[config.mk]
export PLATFORM = sky130hd
export DESIGN_NAME = dram_axi_burst_master
export DESIGN_NICKNAME = d
export VERILOG_FILES = /design/src/rtl/dram_axi_burst_master.sv
export SDC_FILE = /design/constraint.sdc
export NUM_CORES = 1
export LEC_CHECK = 0
export BUFFER_PORTS_ARGS = -buffer_cell sky130_fd_sc_hd__buf_2
export CORE_AREA = 2 2 289 291
export DETAILED_ROUTE_END_ITERATION = 8
export DIE_AREA = 0 0 291 293
export PLACE_DENSITY = 0.38
export SYNTH_ARGS = -nofsm -noshare
export SYNTH_HDL_FRONTEND = slang
export SYNTH_SLANG_ARGS = --single-unit
[constraint.sdc]
create_clock -name i_clk -period 7.2 [get_ports i_clk]
set_clock_uncertainty 0.1 [all_clocks]
set_input_delay 0.36 -clock i_clk [delete_from_list [all_inputs] [get_ports i_clk]]
set_output_delay 0.36 -clock i_clk [all_outputs]
set_load 0.03 [all_outputs]
[src/rtl/dram_axi_burst_master.sv]
// dram_axi_burst_master
// AXI4 burst master between the core-side memory port and the DRAM controller's AXI
// slave port. Each user command becomes one INCR burst of 1..256 beats. A command is
// rejected with no AXI traffic if it is misaligned or would cross a 4 KB page.
// Only one command is in flight at a time.
//
// Ports:
//   i_clk, i_rst_x           clock, synchronous active-low reset
//   i_init_calib_complete    DRAM calibration done (sampled only while calibrating)
//   i_cmd_* / o_cmd_ready    command: write flag, byte address, beats-1
//   i_wdata* / o_wdata_ready write beats (data, byte strobes)
//   o_rdata* / i_rdata_ready read beats, with last-beat flag
//   o_done, o_resp           one-cycle completion pulse and its AXI response
//   o_busy                   a command is being processed
//   s_axi_*                  AXI4 master AW/W/B/AR/R channels (all IDs driven as 0)
module dram_axi_burst_master #(
  parameter int unsigned ADDR_WIDTH = 28,
  parameter int unsigned DATA_WIDTH = 128,
  parameter int unsigned ID_WIDTH   = 4,
  localparam int unsigned STRB_WIDTH = DATA_WIDTH / 8,
  localparam int unsigned SIZE       = $clog2(STRB_WIDTH)
) (
  input  logic                  i_clk,
  input  logic                  i_rst_x,
  input  logic                  i_init_calib_complete,
  input  logic                  i_cmd_valid,
  output logic                  o_cmd_ready,
  input  logic                  i_cmd_write,
  input  logic [ADDR_WIDTH-1:0] i_cmd_addr,
  input  logic [7:0]            i_cmd_len,
  input  logic                  i_wdata_valid,
  output logic                  o_wdata_ready,
  input  logic [DATA_WIDTH-1:0] i_wdata,
  input  logic [STRB_WIDTH-1:0] i_wstrb,
  output logic                  o_rdata_valid,
  input  logic                  i_rdata_ready,
  output logic [DATA_WIDTH-1:0] o_rdata,
  output logic                  o_rdata_last,
  output logic                  o_done,
  output logic [1:0]            o_resp,
  output logic                  o_busy,
  output logic [ID_WIDTH-1:0]   s_axi_awid,
  output logic [ADDR_WIDTH-1:0] s_axi_awaddr,
  output logic [7:0]            s_axi_awlen,
  output logic [2:0]            s_axi_awsize,
  output logic [1:0]            s_axi_awburst,
  output logic                  s_axi_awlock,
  output logic [3:0]            s_axi_awcache,
  output logic [2:0]            s_axi_awprot,
  output logic [3:0]            s_axi_awqos,
  output logic                  s_axi_awvalid,
  input  logic                  s_axi_awready,
  output logic [DATA_WIDTH-1:0] s_axi_wdata,
  output logic [STRB_WIDTH-1:0] s_axi_wstrb,
  output logic                  s_axi_wlast,
  output logic                  s_axi_wvalid,
  input  logic                  s_axi_wready,
  input  logic [ID_WIDTH-1:0]   s_axi_bid,
  input  logic [1:0]            s_axi_bresp,
  input  logic                  s_axi_bvalid,
  output logic                  s_axi_bready,
  output logic [ID_WIDTH-1:0]   s_axi_arid,
  output logic [ADDR_WIDTH-1:0] s_axi_araddr,
  output logic [7:0]            s_axi_arlen,
  output logic [2:0]            s_axi_arsize,
  output logic [1:0]            s_axi_arburst,
  output logic                  s_axi_arlock,
  output logic [3:0]            s_axi_arcache,
  output logic [2:0]            s_axi_arprot,
  output logic [3:0]            s_axi_arqos,
  output logic                  s_axi_arvalid,
  input  logic                  s_axi_arready,
  input  logic [ID_WIDTH-1:0]   s_axi_rid,
  input  logic [DATA_WIDTH-1:0] s_axi_rdata,
  input  logic [1:0]            s_axi_rresp,
  input  logic                  s_axi_rlast,
  input  logic                  s_axi_rvalid,
  output logic                  s_axi_rready
);

  typedef enum logic [2:0] {
    StCalib, StIdle, StReject, StWr, StWrResp, StRdAddr, StRdData, StRdDone
  } state_e;

  state_e                r_state, w_state_next;
  logic [ADDR_WIDTH-1:0] r_addr;
  logic [7:0]            r_len;
  logic                  r_awvalid, r_arvalid;
  logic                  r_aw_done, r_w_done;
  logic [7:0]            r_wbeat;
  logic [8:0]            r_rbeat;
  logic [1:0]            r_rresp;

  logic                  w_cmd_fire, w_reject;
  logic [ADDR_WIDTH-1:0] w_bytes, w_end_addr;
  logic                  w_aw_fire, w_w_fire, w_w_last_fire, w_ar_fire, w_r_fire;
  logic [1:0]            w_rresp_max;
  logic                  w_unused;

  // Byte span of the burst; the last byte must sit in the same 4 KB page as the first.
  assign w_bytes    = ADDR_WIDTH'((32'(i_cmd_len) + 32'd1) << SIZE);
  assign w_end_addr = i_cmd_addr + w_bytes - ADDR_WIDTH'(1);
  assign w_reject   = (|i_cmd_addr[SIZE-1:0]) ||
                      (i_cmd_addr[ADDR_WIDTH-1:12] != w_end_addr[ADDR_WIDTH-1:12]);

  assign w_cmd_fire    = i_cmd_valid && (r_state == StIdle);
  assign w_aw_fire     = r_awvalid && s_axi_awready;
  assign w_w_fire      = s_axi_wvalid && s_axi_wready;
  assign w_w_last_fire = w_w_fire && (r_wbeat == r_len);
  assign w_ar_fire     = r_arvalid && s_axi_arready;
  assign w_r_fire      = (r_state == StRdData) && s_axi_rvalid && i_rdata_ready;
  assign w_rresp_max   = (s_axi_rresp > r_rresp) ? s_axi_rresp : r_rresp;
  assign w_unused      = ^{s_axi_bid, s_axi_rid};

  always_comb begin
    w_state_next = r_state;
    case (r_state)
      StCalib:  if (i_init_calib_complete) w_state_next = StIdle;
      StIdle: begin
        if (i_cmd_valid) begin
          if (w_reject)         w_state_next = StReject;
          else if (i_cmd_write) w_state_next = StWr;
          else                  w_state_next = StRdAddr;
        end
      end
      StReject: w_state_next = StIdle;
      // AW and the last W beat may complete in either order or together.
      StWr:     if ((r_aw_done || w_aw_fire) && (r_w_done || w_w_last_fire))
                  w_state_next = StWrResp;
      StWrResp: if (s_axi_bvalid) w_state_next = StIdle;
      StRdAddr: if (w_ar_fire) w_state_next = StRdData;
      StRdData: if (w_r_fire && s_axi_rlast) w_state_next = StRdDone;
      StRdDone: w_state_next = StIdle;
      default:  w_state_next = StCalib;
    endcase
  end

  always_ff @(posedge i_clk) begin
    if (!i_rst_x) begin
      r_state   <= StCalib;
      r_addr    <= '0;
      r_len     <= '0;
      r_awvalid <= 1'b0;
      r_arvalid <= 1'b0;
      r_aw_done <= 1'b0;
      r_w_done  <= 1'b0;
      r_wbeat   <= '0;
      r_rbeat   <= '0;
      r_rresp   <= '0;
    end else begin
      r_state <= w_state_next;
      if (w_cmd_fire) begin
        r_addr    <= i_cmd_addr;
        r_len     <= i_cmd_len;
        r_awvalid <= !w_reject && i_cmd_write;
        r_arvalid <= !w_reject && !i_cmd_write;
        r_aw_done <= 1'b0;
        r_w_done  <= 1'b0;
        r_wbeat   <= '0;
        r_rbeat   <= '0;
        r_rresp   <= '0;
      end
      if (w_aw_fire) begin
        r_awvalid <= 1'b0;
        r_aw_done <= 1'b1;
      end
      if (w_w_fire) begin
        r_wbeat <= r_wbeat + 8'd1;
        if (r_wbeat == r_len) r_w_done <= 1'b1;
      end
      if (w_ar_fire) r_arvalid <= 1'b0;
      if (w_r_fire) begin
        r_rbeat <= r_rbeat + 9'd1;
        // rlast arriving on any beat other than len+1 is a protocol error.
        r_rresp <= (s_axi_rlast && (r_rbeat != {1'b0, r_len})) ? 2'b10 : w_rresp_max;
      end
    end
  end

  always_comb begin
    o_resp = 2'b00;
    case (r_state)
      StReject: o_resp = 2'b10;
      StWrResp: if (s_axi_bvalid) o_resp = s_axi_bresp;
      StRdDone: o_resp = r_rresp;
      default:  o_resp = 2'b00;
    endcase
  end

  assign o_cmd_ready   = (r_state == StIdle);
  assign o_busy        = (r_state != StIdle) && (r_state != StCalib);
  assign o_done        = (r_state == StReject) || (r_state == StRdDone) ||
                         ((r_state == StWrResp) && s_axi_bvalid);

  assign s_axi_wvalid  = (r_state == StWr) && !r_w_done && i_wdata_valid;
  assign o_wdata_ready = (r_state == StWr) && !r_w_done && s_axi_wready;
  assign s_axi_wdata   = i_wdata;
  assign s_axi_wstrb   = i_wstrb;
  assign s_axi_wlast   = (r_state == StWr) && (r_wbeat == r_len);
  assign s_axi_bready  = (r_state == StWrResp);

  assign o_rdata_valid = (r_state == StRdData) && s_axi_rvalid;
  assign s_axi_rready  = (r_state == StRdData) && i_rdata_ready;
  assign o_rdata       = s_axi_rdata;
  assign o_rdata_last  = (r_state == StRdData) && s_axi_rlast;

  assign s_axi_awid    = '0;
  assign s_axi_awaddr  = r_addr;
  assign s_axi_awlen   = r_len;
  assign s_axi_awsize  = 3'(SIZE);
  assign s_axi_awburst = 2'b01;
  assign s_axi_awlock  = 1'b0;
  assign s_axi_awcache = 4'b0000;
  assign s_axi_awprot  = 3'b000;
  assign s_axi_awqos   = 4'b0000;
  assign s_axi_awvalid = r_awvalid;

  assign s_axi_arid    = '0;
  assign s_axi_araddr  = r_addr;
  assign s_axi_arlen   = r_len;
  assign s_axi_arsize  = 3'(SIZE);
  assign s_axi_arburst = 2'b01;
  assign s_axi_arlock  = 1'b0;
  assign s_axi_arcache = 4'b0000;
  assign s_axi_arprot  = 3'b000;
  assign s_axi_arqos   = 4'b0000;
  assign s_axi_arvalid = r_arvalid;

endmodule

# Word-level counts from Yosys, hierarchy flattened
# Index checks and enable logic that the tools add are counted.
# op_classes
n_reduce_logical	39
magnitude_cmp	1
addsub	5
n_eq_ne	18
n_mux	24
bitwise	1
# ops
op	count
adder 28 x 13 -> 28 bit	1
subtractor 28 x 1 -> 28 bit (second input constant)	1
two-way mux 3 bit	8
case mux 3 bit (7 select lines)	1
logical AND 1 bit	20
two-way mux 9 bit	2
two-way mux 8 bit	2
!= test 16 bit	1
== test 3 bit (second input constant)	4
!= test 2 bit (second input constant)	6
two-way mux 2 bit	5
adder 8 x 1 -> 9 bit (second input constant)	1
adder 9 x 1 -> 9 bit (second input constant)	1
!= test 9 x 8 -> 1 bit	1
adder 8 x 1 -> 8 bit (second input constant)	1
== test 8 bit	1
== test 3 x 2 -> 1 bit (second input constant)	2
!= test 3 x 1 -> 1 bit (second input constant)	2
case mux 2 bit (3 select lines)	1
AND reduction 6 bit	1
nonzero test 2 bit	3
OR reduction 2 bit	3
logical OR 1 bit	5
two-way mux 1 bit	5
8 further kinds	10
# totals
output_inout_bits	400
register_bits	62
word_cells	98
inputBits	333

# Logic depth before layout (Yosys ltp)
# Gate-level depths: netlist of the first run.
# depth
depth_word	9
ltp_mapped	16
ltp_nobuf	16

# Least setup slack after synthesis of the first run
# Ideal clock, no wire load.
# synth_timing
path_type	in2reg
start	input i_cmd_len[0]
end	register r_state[2]
setup_slack_ns	3.588
arrival_time_ns	3.393
setup_ns	0.119
cell_stages	16
cell_sequence	ha_1 -> nand3_1 -> nor2_1 -> nand3_1 -> ha_1 -> inv_1 -> ha_1 -> or2_2 -> a21oi_1 -> nor2_1 -> or4_4 -> and4b_2 -> nor4_1 -> nand2_1 -> and3b_1 -> o221a_1
# synth_between
elab_chain_len	8
# synth_lines
element	line_no	rtl
start, declared	30	input logic [7:0] i_cmd_len,
adder 8 x 1 -> 9 bit	101	assign w_bytes = ADDR_WIDTH'((32'(i_cmd_len) + 32'd1) << SIZE);
adder 28 x 13 -> 28 bit	102	assign w_end_addr = i_cmd_addr + w_bytes - ADDR_WIDTH'(1);
subtractor 28 x 1 -> 28 bit	102	
!= test 16 bit	104	(i_cmd_addr[ADDR_WIDTH-1:12] != w_end_addr[ADDR_WIDTH-1:12]);
logical OR 1 bit	103	assign w_reject = (|i_cmd_addr[SIZE-1:0]) ||
two-way mux 3 bit	121	if (w_reject) w_state_next = StReject;
two-way mux 3 bit	120	if (i_cmd_valid) begin
case mux 3 bit (7 select lines)	117	case (r_state)
end signal, assigned	140	r_state <= StCalib;
end signal, assigned	151	r_state <= w_state_next;
end, declared	85	state_e r_state, w_state_next;
# Every way passes these cells. The select of a mux whose other input is x is not followed.
# A chain may end at the register's enable or synchronous reset.

# Worst setup path in the final report of the first run
# Ends and elaborated chain as after synthesis.

==> results of run 1 <==
==> Yosys cell counts, types with 3 or more instances <==
cell and count:
inv_1 56, or3_1 4, a211oi_1 9, o2111ai_1 4, nor4_1 4, a31oi_1 4, buf_4 351, xnor2_1 20
nand2_1 125, and3_1 10, a21o_1 4, nand4_1 11, nor3b_1 3, o22ai_1 3, clkbuf_1 19, nand3_1 20
ha_1 40, o21a_1 5, nor2b_1 4, nand2b_1 4, nor2_1 46, mux2i_1 3, and2_1 7, o21ai_0 24
nor3_1 11, xor2_1 23, a21oi_1 75, and4_1 3, nand3b_1 3, dfxtp_1 62
==> cell families after synthesis <==
kind of cell             synth area share, %
buffers and inverters                   39.3
AND/OR/NAND/NOR                         17.4
AO/OA/AOI/OAI                           13.8
flip-flops                              16.7
XOR/XNOR                                5.06
adder cells (fa/ha/maj)                 6.72
multiplexers                            1.01
other                                  0.101
==> final cells by class <==
cell class	instances	area share, %
Multi-Input combinational cell	558	47.4
Tap cell	1070	18.4
Sequential cell	62	17.1
Timing Repair Buffer	140	9.72
Clock buffer	10	3.29
Inverter	56	2.90
Clock inverter	6	0.982
Antenna cell	6	0.207
==> cell usage in the layout, fill, tap and decap left out, types with 20 or more instances in the layout <==
| master | n |
|---|---|
| inv_1 | 55 |
| buf_2 | 138 |
| ha_1 | 40 |
| xor2_1 | 23 |
| conb_1 | 42 |
| xnor2_1 | 20 |
| nand3_1 | 20 |
| o21ai_0 | 24 |
| dfxtp_1 | 62 |
| nor2_1 | 46 |
| nand2_1 | 124 |
| a21oi_1 | 75 |
==> stage by stage <==
step                util [%]  hold WS (ps)  instance area, um^2
CTS                     8.85           102                 7250
global route            8.85           124                 7250
finish                  8.87           129                 7260
detailed placement      8.47           361                 6940
floorplan                  -           355                 7600
global placement        8.47           357                 6940
==> registers in the layout, summed over array words and instances, names as in the netlist <==
register,count
r_aw_done,1
r_w_done,1
s_axi_araddr,28
r_wbeat,8
s_axi_awvalid,1
r_rbeat,9
r_rresp,2
s_axi_arvalid,1
s_axi_arlen,8
r_state,3
==> worst paths after layout <==
kind,start,endpoint,slack [ps]
setup / recovery,i_cmd_len[0],r_state[2],3130
hold / removal,i_cmd_addr[27],s_axi_araddr[27],130
setup reg to reg,r_state[0],r_state[0],4540
hold reg to reg,s_axi_araddr[14],s_axi_araddr[14],370
==> tightest hold or removal path, cell delays in order <==
cell and delay (ps):
buf_2 90, nand2_1 40, a21oi_1 50
==> power by group through the flow <==
stage | combinational, mW | clock [mW] | sequential [mW]
final | 0.414 | 0.490 | 0.376
after global routing | 0.459 | 0.527 | 0.379
after CTS | 0.421 | 0.520 | 0.378
after detailed placement | 0.420 | 0 | 0.386
after global placement | 0.423 | 0 | 0.386
after floorplan | 0.585 | 0 | 0.398
==> layer usage <==
layer	global-route usage [%]	routed length [um]	vias up
met1	7.64	12100	2434
met5	0.624	92	-
li1	-	-	2593
met2	9.72	12100	394
met4	3.69	1470	6
met3	4.44	3940	125
==> results summary, run 1 <==
The leakage dissipation came out at between 2 and 3 nW. The worst slew margin relative to its limit came out at between 40% and 50%. Across all setup checks in the final design, the least slack found is 3130 ps. STA classifies the critical path endpoint as a register.

The number of port buffers came out at 138. The CTS H-tree depth came out at 3. The number of antenna violations at the first check in global routing is 9. The placed instance count came out at ~1.9k. The post-cts sizing count is 0. The critical path goes through buf_2 > ha_1 > nand3_1 > nor2_1 > nand3_1 > ha_1 > inv_1 > ha_1 > xor2_1 > nor2_1 > a21oi_1 > o2111ai_1 > a2111oi_0 > nand4_1 > nor4_4 > and3b_1 > o221a_1. The power per unit of standard cell area is 176 nW/um^2.

The final estimated routing congestion in global placement is around 0.77. Counting buffers and inverters, the worst setup path is 17 cells deep. The number of buffers inserted during clock tree synthesis is 9. Ranked by total cell area, the synthesized netlist is headed by buf_4 (35%), dfxtp_1 (17%), ha_1 (6.7%), nand2_1 (6.3%), a21oi_1 (5.0%). Timing analysis after detailed placement gives a worst setup slack of 2650 ps.

The cell count of the worst reg-to-reg path is 9. The insertion delay to the later sink of the worst-skew pair is roughly 370 ps. TritonCTS built the clock tree. Dividing the final minimum period by the clock period gives between 50 and 60%. The count of nets left with antenna violations once routing finished came out at 0.

The type of the worst setup path is in2reg. The finished layout holds roughly 1.9k standard cells, fillers aside. The critical path arrival came out at about 4300 ps.

The final-report hold violation count is 0. Yosys printed 0 warnings. The total negative slack for setup checks came out at 0 ps. The number of global-route vias before repair came out at roughly 5.4k. The filler cell count came out at about 9.6k. The count of endpoints failing setup in the final report came out at 0. The worst stage delay on the critical path is around 400 ps.

At the pin with the least slew margin, the transition time is between 700 and 800 ps. The synthesized design contains 0 enable-type register cells. The number of buffers and inverters on the critical path is 2.

The clock tree root driver cell is clkbuf_16. After floorplanning, the core was divided into roughly 110 placement rows. The maximum clock frequency came out at between 0.2 and 0.25 GHz. The share of Yosys cell area claimed by the top area cell type is between 30% and 40%.

The clock-pin slew on the worst setup and hold paths is approximately 60 ps. The sequential share of the synthesized area is 16.7%. The hold buffer count at CTS came out at 0. The total area of multi-input combinational cells came out at between 3000 and 4000 um^2. The power dissipated by switching net loads came out at 518 uW. The proportion of power drawn by the clock network came out at 38.3%. In the synthesized netlist, the number of instances is 1008. The hold-critical path depth came out at 3.

The HPWL after detailed placement is about 24 mm. The distinct cell type count of the synthesized netlist came out at a little over 70. The aggregate routed wire length is 29.7 mm. The maximum fanout along the worst path came out at 6. Cells with a size suffix above 1 make up 21.4% of the layout. The worst-case IR drop observed on VDD is ~120 uV.

The die extent in x came out at around 290 um. The die is around 290 um tall. The vias after detailed routing is 5552. The post-CTS setup buffer count is 0.

In this run, the combinational gates consume about a third of the power. The total number of clock tree sinks is 62. The number of max-cap violations is 0.

The area used by sequential logic in the layout is ~1200 um^2. Setup repair after global routing left no endpoint under its margin. The initial core utilization is 9.10%.

The number of primary I/O pins came out at between 700 and 800. The switching share of power is 40.5%. The run finished with clean final reports. The final layout net count came out at between 1k and 1.5k. Summing every instance area after synthesis gives 7450 um^2.

For the worst setup path, the data required time is 7410 ps. The cell internal power dissipation came out at about 760 uW. The path class of the tightest hold or removal check is in2reg. In this run, the number of DRC markers left after iteration 0 of detailed routing was between 200 and 300. The first global-routing pass estimated roughly 41 mm of wire. The post-route DRC violation count came out at 0.

The portion of total power attributed to sequential cells is 29.4%. The most common flop cell mapped by yosys is dfxtp_1. The kind of cell adding the most delay to the critical path is simple AND/OR/NAND/NOR gates. The area enclosed by the die boundary came out at approximately 85000 um^2. The total power draw is approximately 1.3 mW.

For the finished layout, the period the worst path requires is 4070 ps. The number of buffers on the longest clock path is 2. Entering global routing, the biggest net connects 47 pins. The post-detailed-route via-to-cell ratio is just under 3. Global routing used under 10% of the available tracks across all layers. STA classifies the critical path startpoint as an input pin. The synthesized area divided by synthesized cell count is ~7.4 um^2. Among all stages on the critical path, the largest delay is contributed by ha_1.

The routed length per instance is between 15 and 20 um. The share of synthesized flip-flops with an asynchronous set or reset came out at 0%. The leftover overflow at the end of global routing is 0. The number of detailed-route iterations in the first pass is 6. The largest total area in the synthesized netlist belongs to buf_4. The flop and latch count out of synthesis is 62. The post-synthesis to final-layout area growth came out at -2.52%.

The critical path's most frequent cell is ha_1. The floorplan core area came out at between 80000 and 90000 um^2. The final-report max-slew violation count is 0.
(Power assumes the default switching activity.)
==> run 2, diff against run 1 <==
CORE_AREA = 2 2 288 290   (was 2 2 289 291)
DIE_AREA = 0 0 290 292   (was 0 0 291 293)
clock period = 4.1 ns   (was 7.2 ns; I/O delays follow)
==> run 2 against run 1 <==
  * Non-clock buffer count grew 34
  * Die area shrank 0.68%
  * Hold slack lost 99 ps
  * Cell area grew 4.3%
  * Clock-buffer cell count is the same
  * Critical path type unchanged
  * Global-route usage grew 0.059 points
  * Combinational power grew 88%
  * Setup slack lost 2900 ps
==> results summary, run 2 (synthesis gave the netlist of run 1 again) <==
Result of the run: complete, no violations (unchanged). The total power draw came out at 2.32 mW (was 1.28 mW). The library cell contributing the largest single delay on the critical path was dlygate4sd3_1 (was ha_1). The most common cell after layout, fill and taps aside is buf_2 (unchanged). The vias after detailed routing is 5659 (was 5552). The share of cells above drive strength 1 is 23.2% (was 21.4%). The number of antenna violations at the first check in global routing was 9 (unchanged). The number of port buffers is 138 (unchanged). The maximum clock frequency came out at roughly 0.26 GHz.

The total number of placement rows is 105 (unchanged). The filler cell count came to 9534 (was 9603). The post-route non-filler standard cell count came to 1939 (was 1908). The maximum number of pins on one net before global-route repair came out at 34 (was 47).

The total negative slack for setup checks is 0 ps (unchanged). The number of flip-flops in the largest register came out at 28 (unchanged). The clock tree root driver cell was clkbuf_16 (unchanged).

The first-pass GRT wire length is 40.8 mm (was 40.5 mm). The CTS tree is built (unchanged). The type of the worst setup path is in2reg (unchanged). The total number of clock tree sinks came to 62 (unchanged).

The area enclosed by the die boundary is 84700 um^2 (was 85300 um^2). The endpoint type of the worst setup path is a register (unchanged). The leftover overflow at the end of global routing came out at 0 (unchanged). The time the worst path needs with I/O delays and setup is approximately 3800 ps. The antenna violation net count after detailed routing was 0 (unchanged). The slack of the worst reg-to-reg path came out at 1460 ps (was 4540 ps).

The number of DRC markers after the initial detailed-route iteration was 254 (was 264). The number of primary I/O pins was 733 (unchanged). The number of detailed-route iterations in the first pass came out at 4 (was 6). The CTS H-tree depth is 3 (unchanged). The number of buffers inserted during clock tree synthesis is 9 (unchanged). The combinational fraction of design power is 33.5% (was 32.3%).

The critical path arrival is 4060 ps (was 4280 ps). The routed length per instance was 15.3 um (was 15.6 um). The overall fraction of global-route tracks in use came out at 6.88% (was 6.82%).

The transition time at the pin with the least slew margin is 688 ps (was 777 ps). The number of buffers on the longest clock path came out at 2 (unchanged). The power per unit of standard cell area is 306 nW/um^2 (was 176 nW/um^2). The number of max-cap violations is 0 (unchanged).

The type of the worst min-delay path is in2reg (unchanged). The aggregate routed wire length is 29.7 mm (about the same). The HPWL after detailed placement came to 24.6 mm (was 24.4 mm). The post-synthesis to final-layout area growth came to 1.70% (was -2.52%). The final estimated routing congestion in global placement is 0.759 (was 0.765). The placed instance count came out at 1903 (was 1886). The start point of the critical path was i_cmd_len[5] (was i_cmd_len[0]). The cell internal power dissipation came out at 1.37 mW (was 762 uW).

The switching share of power is 40.8% (was 40.5%). The number of global-route vias before repair is 5489 (was 5411). The final layout net count came out at 1234 (was 1200). The initial core utilization is 9.13% (was 9.10%). The worst slew margin relative to its limit came out at 53.6% (was 47.8%). The maximum fanout along the worst path came out at 6 (unchanged). The worst endpoint required time is 4330 ps (was 7410 ps). The cell count of the worst reg-to-reg path is 9 (unchanged). The critical path endpoint is r_state[2] (unchanged). The power dissipated by switching net loads is 944 uW (was 518 uW). The count of endpoints failing setup in the final report is 0 (unchanged). The leakage dissipation was 3.14 nW (was 2.99 nW). The insertion delay to the later sink of the worst-skew pair came out at 390 ps (was 370 ps).

The floorplan core area is 81600 um^2 (was 81800 um^2). The maximum resistive drop on vdd is 191 uV (was 116 uV). The final-report hold violation count came out at 0 (unchanged). Most frequent cells in the layout: buf_2 (138), nand2_1 (124), a21oi_1 (74), dfxtp_1 (62), inv_1 (55) (was buf_2 (138), nand2_1 (124), a21oi_1 (75), dfxtp_1 (62), inv_1 (55)). Worst-path cell chain: dlygate4sd3_1 > buf_2 > nand2_1 > nor2_2 > nand3_1 > ha_1 > inv_1 > ha_2 > or2_2 > nor3b_2 > a21boi_0 > a311o_1 > nor3_1 > o221ai_1 > nor4_4 > buf_4 > and3b_2 > o221a_1 (was buf_2 > ha_1 > nand3_1 > nor2_1 > nand3_1 > ha_1 > inv_1 > ha_1 > xor2_1 > nor2_1 > a21oi_1 > o2111ai_1 > a2111oi_0 > nand4_1 > nor4_4 > and3b_1 > o221a_1). The die extent in x is 290 um (was 291 um).

The launching element type of the critical path is an input pin (unchanged). The final-report max-slew violation count is 0 (unchanged). The portion of total power attributed to sequential cells was 28.5% (was 29.4%).

The proportion of power drawn by the clock network came out at 37.9% (was 38.3%). The post-CTS setup buffer count is 0 (unchanged). The worst stage delay on the critical path is 520 ps (was 400 ps).

The post-detailed-route via-to-cell ratio came out at 2.92 (was 2.91). The launching point of the worst reg2reg path is r_state[0] (unchanged). The worst path uses slightly above 90% of the clock period. The clock-pin slew on the worst setup and hold paths came out at 70 ps (was 60 ps). The post-route DRC violation count came out at 0 (unchanged). The chip height is 292 um (was 293 um).

The critical register-to-register path endpoint was r_state[0] (unchanged).
-- run 2: worst max-delay path: cells and delay by family --
kind                       cells  cell delay [ps]
and+or+nand+nor                8             1510
buffers and inverters          4              910
AOI/OAI and AO/OA              4              830
adders and majority gates      2              580
-- run 2: metal layers --
metal / vias up / part of all wire (%) / GRT usage, %
li1: 2663 / - / -
met1: 2458 / 41 / 7.84
met2: 398 / 40 / 9.59
met3: 132 / 14 / 4.48
met4: 8 / 4.8 / 3.91
met5: - / 0.14 / 0.113
-- run 2: area by class of cell --
cell class / instances / area (um^2) / share of cell area, %
Multi-Input combinational cell: 558 / 3460 / 45.7
Tap cell: 1070 / 1340 / 17.7
Sequential cell: 62 / 1240 / 16.4
Timing Repair Buffer: 174 / 1000 / 13.2
Clock buffer: 10 / 239 / 3.15
Inverter: 56 / 210 / 2.78
Clock inverter: 6 / 70.1 / 0.925
Antenna cell: 3 / 7.51 / 0.0991
-- run 2: worst min-delay path by stage --
stage                                start  slack, ps          endpoint  depth (start not counted)
final                       i_cmd_addr[14]         30  s_axi_araddr[14]                          3
after global routing        i_cmd_addr[26]         10  s_axi_araddr[26]                          3
after CTS                   i_cmd_addr[26]          2  s_axi_araddr[26]                          3
after detailed placement  s_axi_rdata[111]        310      o_rdata[111]                          0
after global placement    s_axi_rdata[111]        310      o_rdata[111]                          0
after floorplan                    i_rst_x        230        r_rbeat[6]                          1
-- run 2: repair_timing --
| item | CTS | global route |
|---|---|---|
| hold buffers | 17 | 0 |
| resized for setup | 0 | 9 |
| endpoints found under the hold margin | 17 | 0 |
| endpoints found under the setup margin | 0 | 5 |
-- run 2: through the flow --
stage | hold slack [ps] | setup slack (ps) | area [um^2] | util, %
floorplan | 227 | 643 | 7600 | -
global placement | 310 | -75.1 | 7060 | 8.65
detailed placement | 310 | -111 | 7060 | 8.65
CTS | 2.27 | 73.2 | 7540 | 9.24
global route | 14.6 | -0.108 | 7570 | 9.28
finish | 29.7 | 265 | 7570 | 9.28
-- run 2: power by group through the flow --
stage	combinational (mW)	clock, mW	sequential, mW
final	0.777	0.878	0.660
after global routing	0.860	0.940	0.666
after CTS	0.787	0.923	0.662
after detailed placement	0.770	0	0.676
after global placement	0.777	0	0.676
after floorplan	1.03	0	0.698
==> run 3, diff against run 2 <==
CTS_BUF_LIST = sky130_fd_sc_hd__clkbuf_8   (was default)
==> run 3 against run 2 <==
  * Sequential share of layout area shrank 0.10 points
  * Die area unchanged
  * First-iteration DRC count grew 0.39%
  * Non-clock buffer count up 16
  * Critical path depth shrank 1
  * Largest cell class unchanged
  * Via count grew 1.7%
  * Maximum frequency barely moved
  * Combinational power up 1%
  * Global-route usage about the same
  * Sequential cell count stayed put
==> results summary, run 3 (synthesis gave the netlist of run 1 again) <==
The leakage dissipation came out at 3.16 nW (was 3.14 nW). The number of primary I/O pins came out at 733 (unchanged). The number of antenna violations at the first check in global routing is 9 (unchanged).

The cell count of the worst reg-to-reg path is 9 (unchanged). The power per unit of standard cell area came out at 276 nW/um^2 (was 306 nW/um^2). The floorplan core area was 81600 um^2 (unchanged).

The number of max-cap violations is 0 (unchanged). The post-synthesis to final-layout area growth came out at 2.35% (was 1.70%). The aggregate routed wire length was 29.9 mm (was 29.7 mm). The worst slew margin relative to its limit is 53.5% (was 53.6%). The critical path arrival came out at 4110 ps (was 4060 ps). The final-report hold violation count is 0 (unchanged). The chip height came to 292 um (unchanged). The setup slack of the critical path after layout came out at 265 ps (about the same). The wire length on met2 came to 12.1 mm (was 11.9 mm). The most common cell after layout, fill and taps aside is buf_2 (unchanged).

The number of buffers inserted during clock tree synthesis is 9 (unchanged). The overall fraction of global-route tracks in use was 6.92% (was 6.88%). The number of global-route vias before repair is 5567 (was 5489). The area used by sequential logic in the layout is 1240 um^2 (unchanged).

The share of cells above drive strength 1 came out at 22.7% (was 23.2%). The worst hold path startpoint is i_cmd_addr[24] (was i_cmd_addr[14]). The launching point of the worst reg2reg path was r_state[0] (unchanged). The combinational fraction of design power came out at 37.4% (was 33.5%).

The count of endpoints failing setup in the final report was 0 (unchanged). The first-pass GRT wire length was 41.1 mm (was 40.8 mm). The number of DRC markers after the initial detailed-route iteration was 255 (was 254). The cell internal power dissipation is 1.19 mW (was 1.37 mW). Result of the run: complete, no violations (unchanged). The routed length per instance is 15.3 um (about the same). The post-CTS setup buffer count came out at 0 (unchanged). The switching share of power came to 43.5% (was 40.8%). The maximum number of pins on one net before global-route repair came to 34 (unchanged). The hold-critical path depth came out at 3 (unchanged).

The total area of multi-input combinational cells is 3450 um^2 (was 3460 um^2). The total number of placement rows is 105 (unchanged). The final layout net count came out at 1250 (was 1234). The worst endpoint required time is 4380 ps (was 4330 ps). The area enclosed by the die boundary came out at 84700 um^2 (unchanged). The clock tree root driver cell is clkbuf_8 (was clkbuf_16). The CTS H-tree depth is 3 (unchanged).

The total number of clock tree sinks came out at 62 (unchanged). The total negative slack for setup checks came out at 0 ps (unchanged). Setup repair after global routing left no endpoint under its margin. The vias after detailed routing came out at 5754 (was 5659). The initial core utilization came to 9.13% (unchanged). The CTS tree was built (unchanged). The power dissipated by switching net loads came out at 914 uW (was 944 uW). The maximum fanout along the worst path is 5 (was 6).

The end of the worst hold path is s_axi_araddr[24] (was s_axi_araddr[14]). The transition time at the pin with the least slew margin is 688 ps (about the same). The leftover overflow at the end of global routing is 0 (unchanged). The endpoint type of the worst setup path is a register (unchanged). The proportion of power drawn by the clock network is 31.2% (was 37.9%). The launching element type of the critical path is an input pin (unchanged). The maximum resistive drop on vdd is 125 uV (was 191 uV). The insertion delay to the later sink of the worst-skew pair came out at 440 ps (was 390 ps). The portion of total power attributed to sequential cells came out at 31.3% (was 28.5%).

The type of the worst setup path is in2reg (unchanged). The clock-pin slew on the worst setup and hold paths was 90 ps (was 70 ps). The antenna violation net count after detailed routing is 0 (unchanged). The detailed route wirelength on metal3 is 4.03 mm (was 4.05 mm). The post-route DRC violation count came out at 0 (unchanged).

Most frequent cells in the layout: buf_2 (138), nand2_1 (124), a21oi_1 (74), dfxtp_1 (62), inv_1 (55) (unchanged). The HPWL after detailed placement was 24.6 mm (unchanged). The setup slack after placement was -111 ps (unchanged). The sum of routed wire segments on met1 is 12.2 mm (was 12.3 mm).

The critical register-to-register path endpoint is r_state[0] (unchanged). The highest signal layer in the routed design was met5 (unchanged). The final estimated routing congestion in global placement is 0.759 (unchanged). The slack of the worst reg-to-reg path is 1440 ps (was 1460 ps). The final worst hold slack is 42.0 ps (was 29.7 ps). The number of flip-flops in the largest register is 28 (unchanged). The number of detailed-route iterations in the first pass is 4 (unchanged). The number of buffers on the longest clock path is 2 (unchanged). The final period utilization came out at 93.5% (about the same). The filler cell count came to 9545 (was 9534). The post-detailed-route via-to-cell ratio came out at 2.94 (was 2.92). The type of the worst min-delay path is in2reg (unchanged). The time the worst path needs with I/O delays and setup was 3840 ps (was 3830 ps). The die extent in x is 290 um (unchanged). The maximum clock frequency is 0.261 GHz (about the same). The final-report max-slew violation count is 0 (unchanged). The number of port buffers is 138 (unchanged).
## run 3: cell types whose count changed in the layout (fill, tap and decap cells not counted)
cell and change:
dlygate4sd3_1 +16, clkbuf_16 -9, clkbuf_8 +9, a31oi_2 +1
a31oi_4 -1, and3b_1 +1, and3b_2 -1
## run 3: worst max path at each step
stage,from,end
floorplan,i_cmd_len[0],r_state[2]
global placement,i_cmd_len[0],r_state[2]
detailed placement,i_cmd_len[0],r_state[2]
CTS,i_cmd_len[5],r_state[2]
global route,i_cmd_len[5],r_state[2]
finish,i_cmd_len[6],r_state[2]
## run 3: layout make-up
class	instances	area share, %
diodes	3	0.0985
multi-input cells	558	45.3
clock buffers	10	1.81
flip-flops and latches	62	16.3
clock inverters	6	0.919
repair buffers	190	15.3
well taps	1070	17.6
inverters	56	2.76
## run 3: routing by layer
| metal | vias up | GRT usage, % |
|---|---|---|
| met4 | 12 | 3.93 |
| met5 | - | 1.19 |
| li1 | 2693 | - |
| met1 | 2507 | 7.71 |
| met2 | 414 | 9.69 |
| met3 | 128 | 4.59 |
## run 3: worst max-delay path, stage by stage
cell and delay, ps:
dlygate4sd3_1 530, buf_2 160, nand4_1 120, xor2_1 160, ha_1 270, inv_1 40, ha_1 350, nand4_1 130
or3_2 500, a31oi_2 260, o21a_1 200, o21a_1 120, o221ai_1 170, nor4_4 320, buf_4 180, and3b_1 210
o221a_1 180
## run 3: power groups by stage
stage          registers, mW  logic (mW)  clock network [mW]
2_1_floorplan          0.698        1.03                   0
3_3_place_gp           0.676       0.777                   0
3_5_place_dp           0.676       0.770                   0
4_1_cts                0.662       0.801               0.711
5_1_grt                0.666       0.873               0.725
6_report               0.659       0.787               0.657
## run 3: what timing repair did
| action | 4_1_cts | 5_1_grt |
|---|---|---|
| setup endpoints to repair | 0 | 5 |
| hold endpoints to repair | 34 | 0 |
| resized for setup | 0 | 7 |
| hold buffers | 33 | 0 |
## run 3: through the flow
stage                     std cells  instance area [um^2]  util (%)  power [mW]
final                          1955                  7620      9.34        2.10
after global routing           1953                  7620      9.34        2.26
after CTS                      1952                  7600      9.31        2.17
after detailed placement       1903                  7060      8.65        1.45
after global placement         1903                  7060      8.65        1.45
after floorplan                1048                  7600         -        1.73
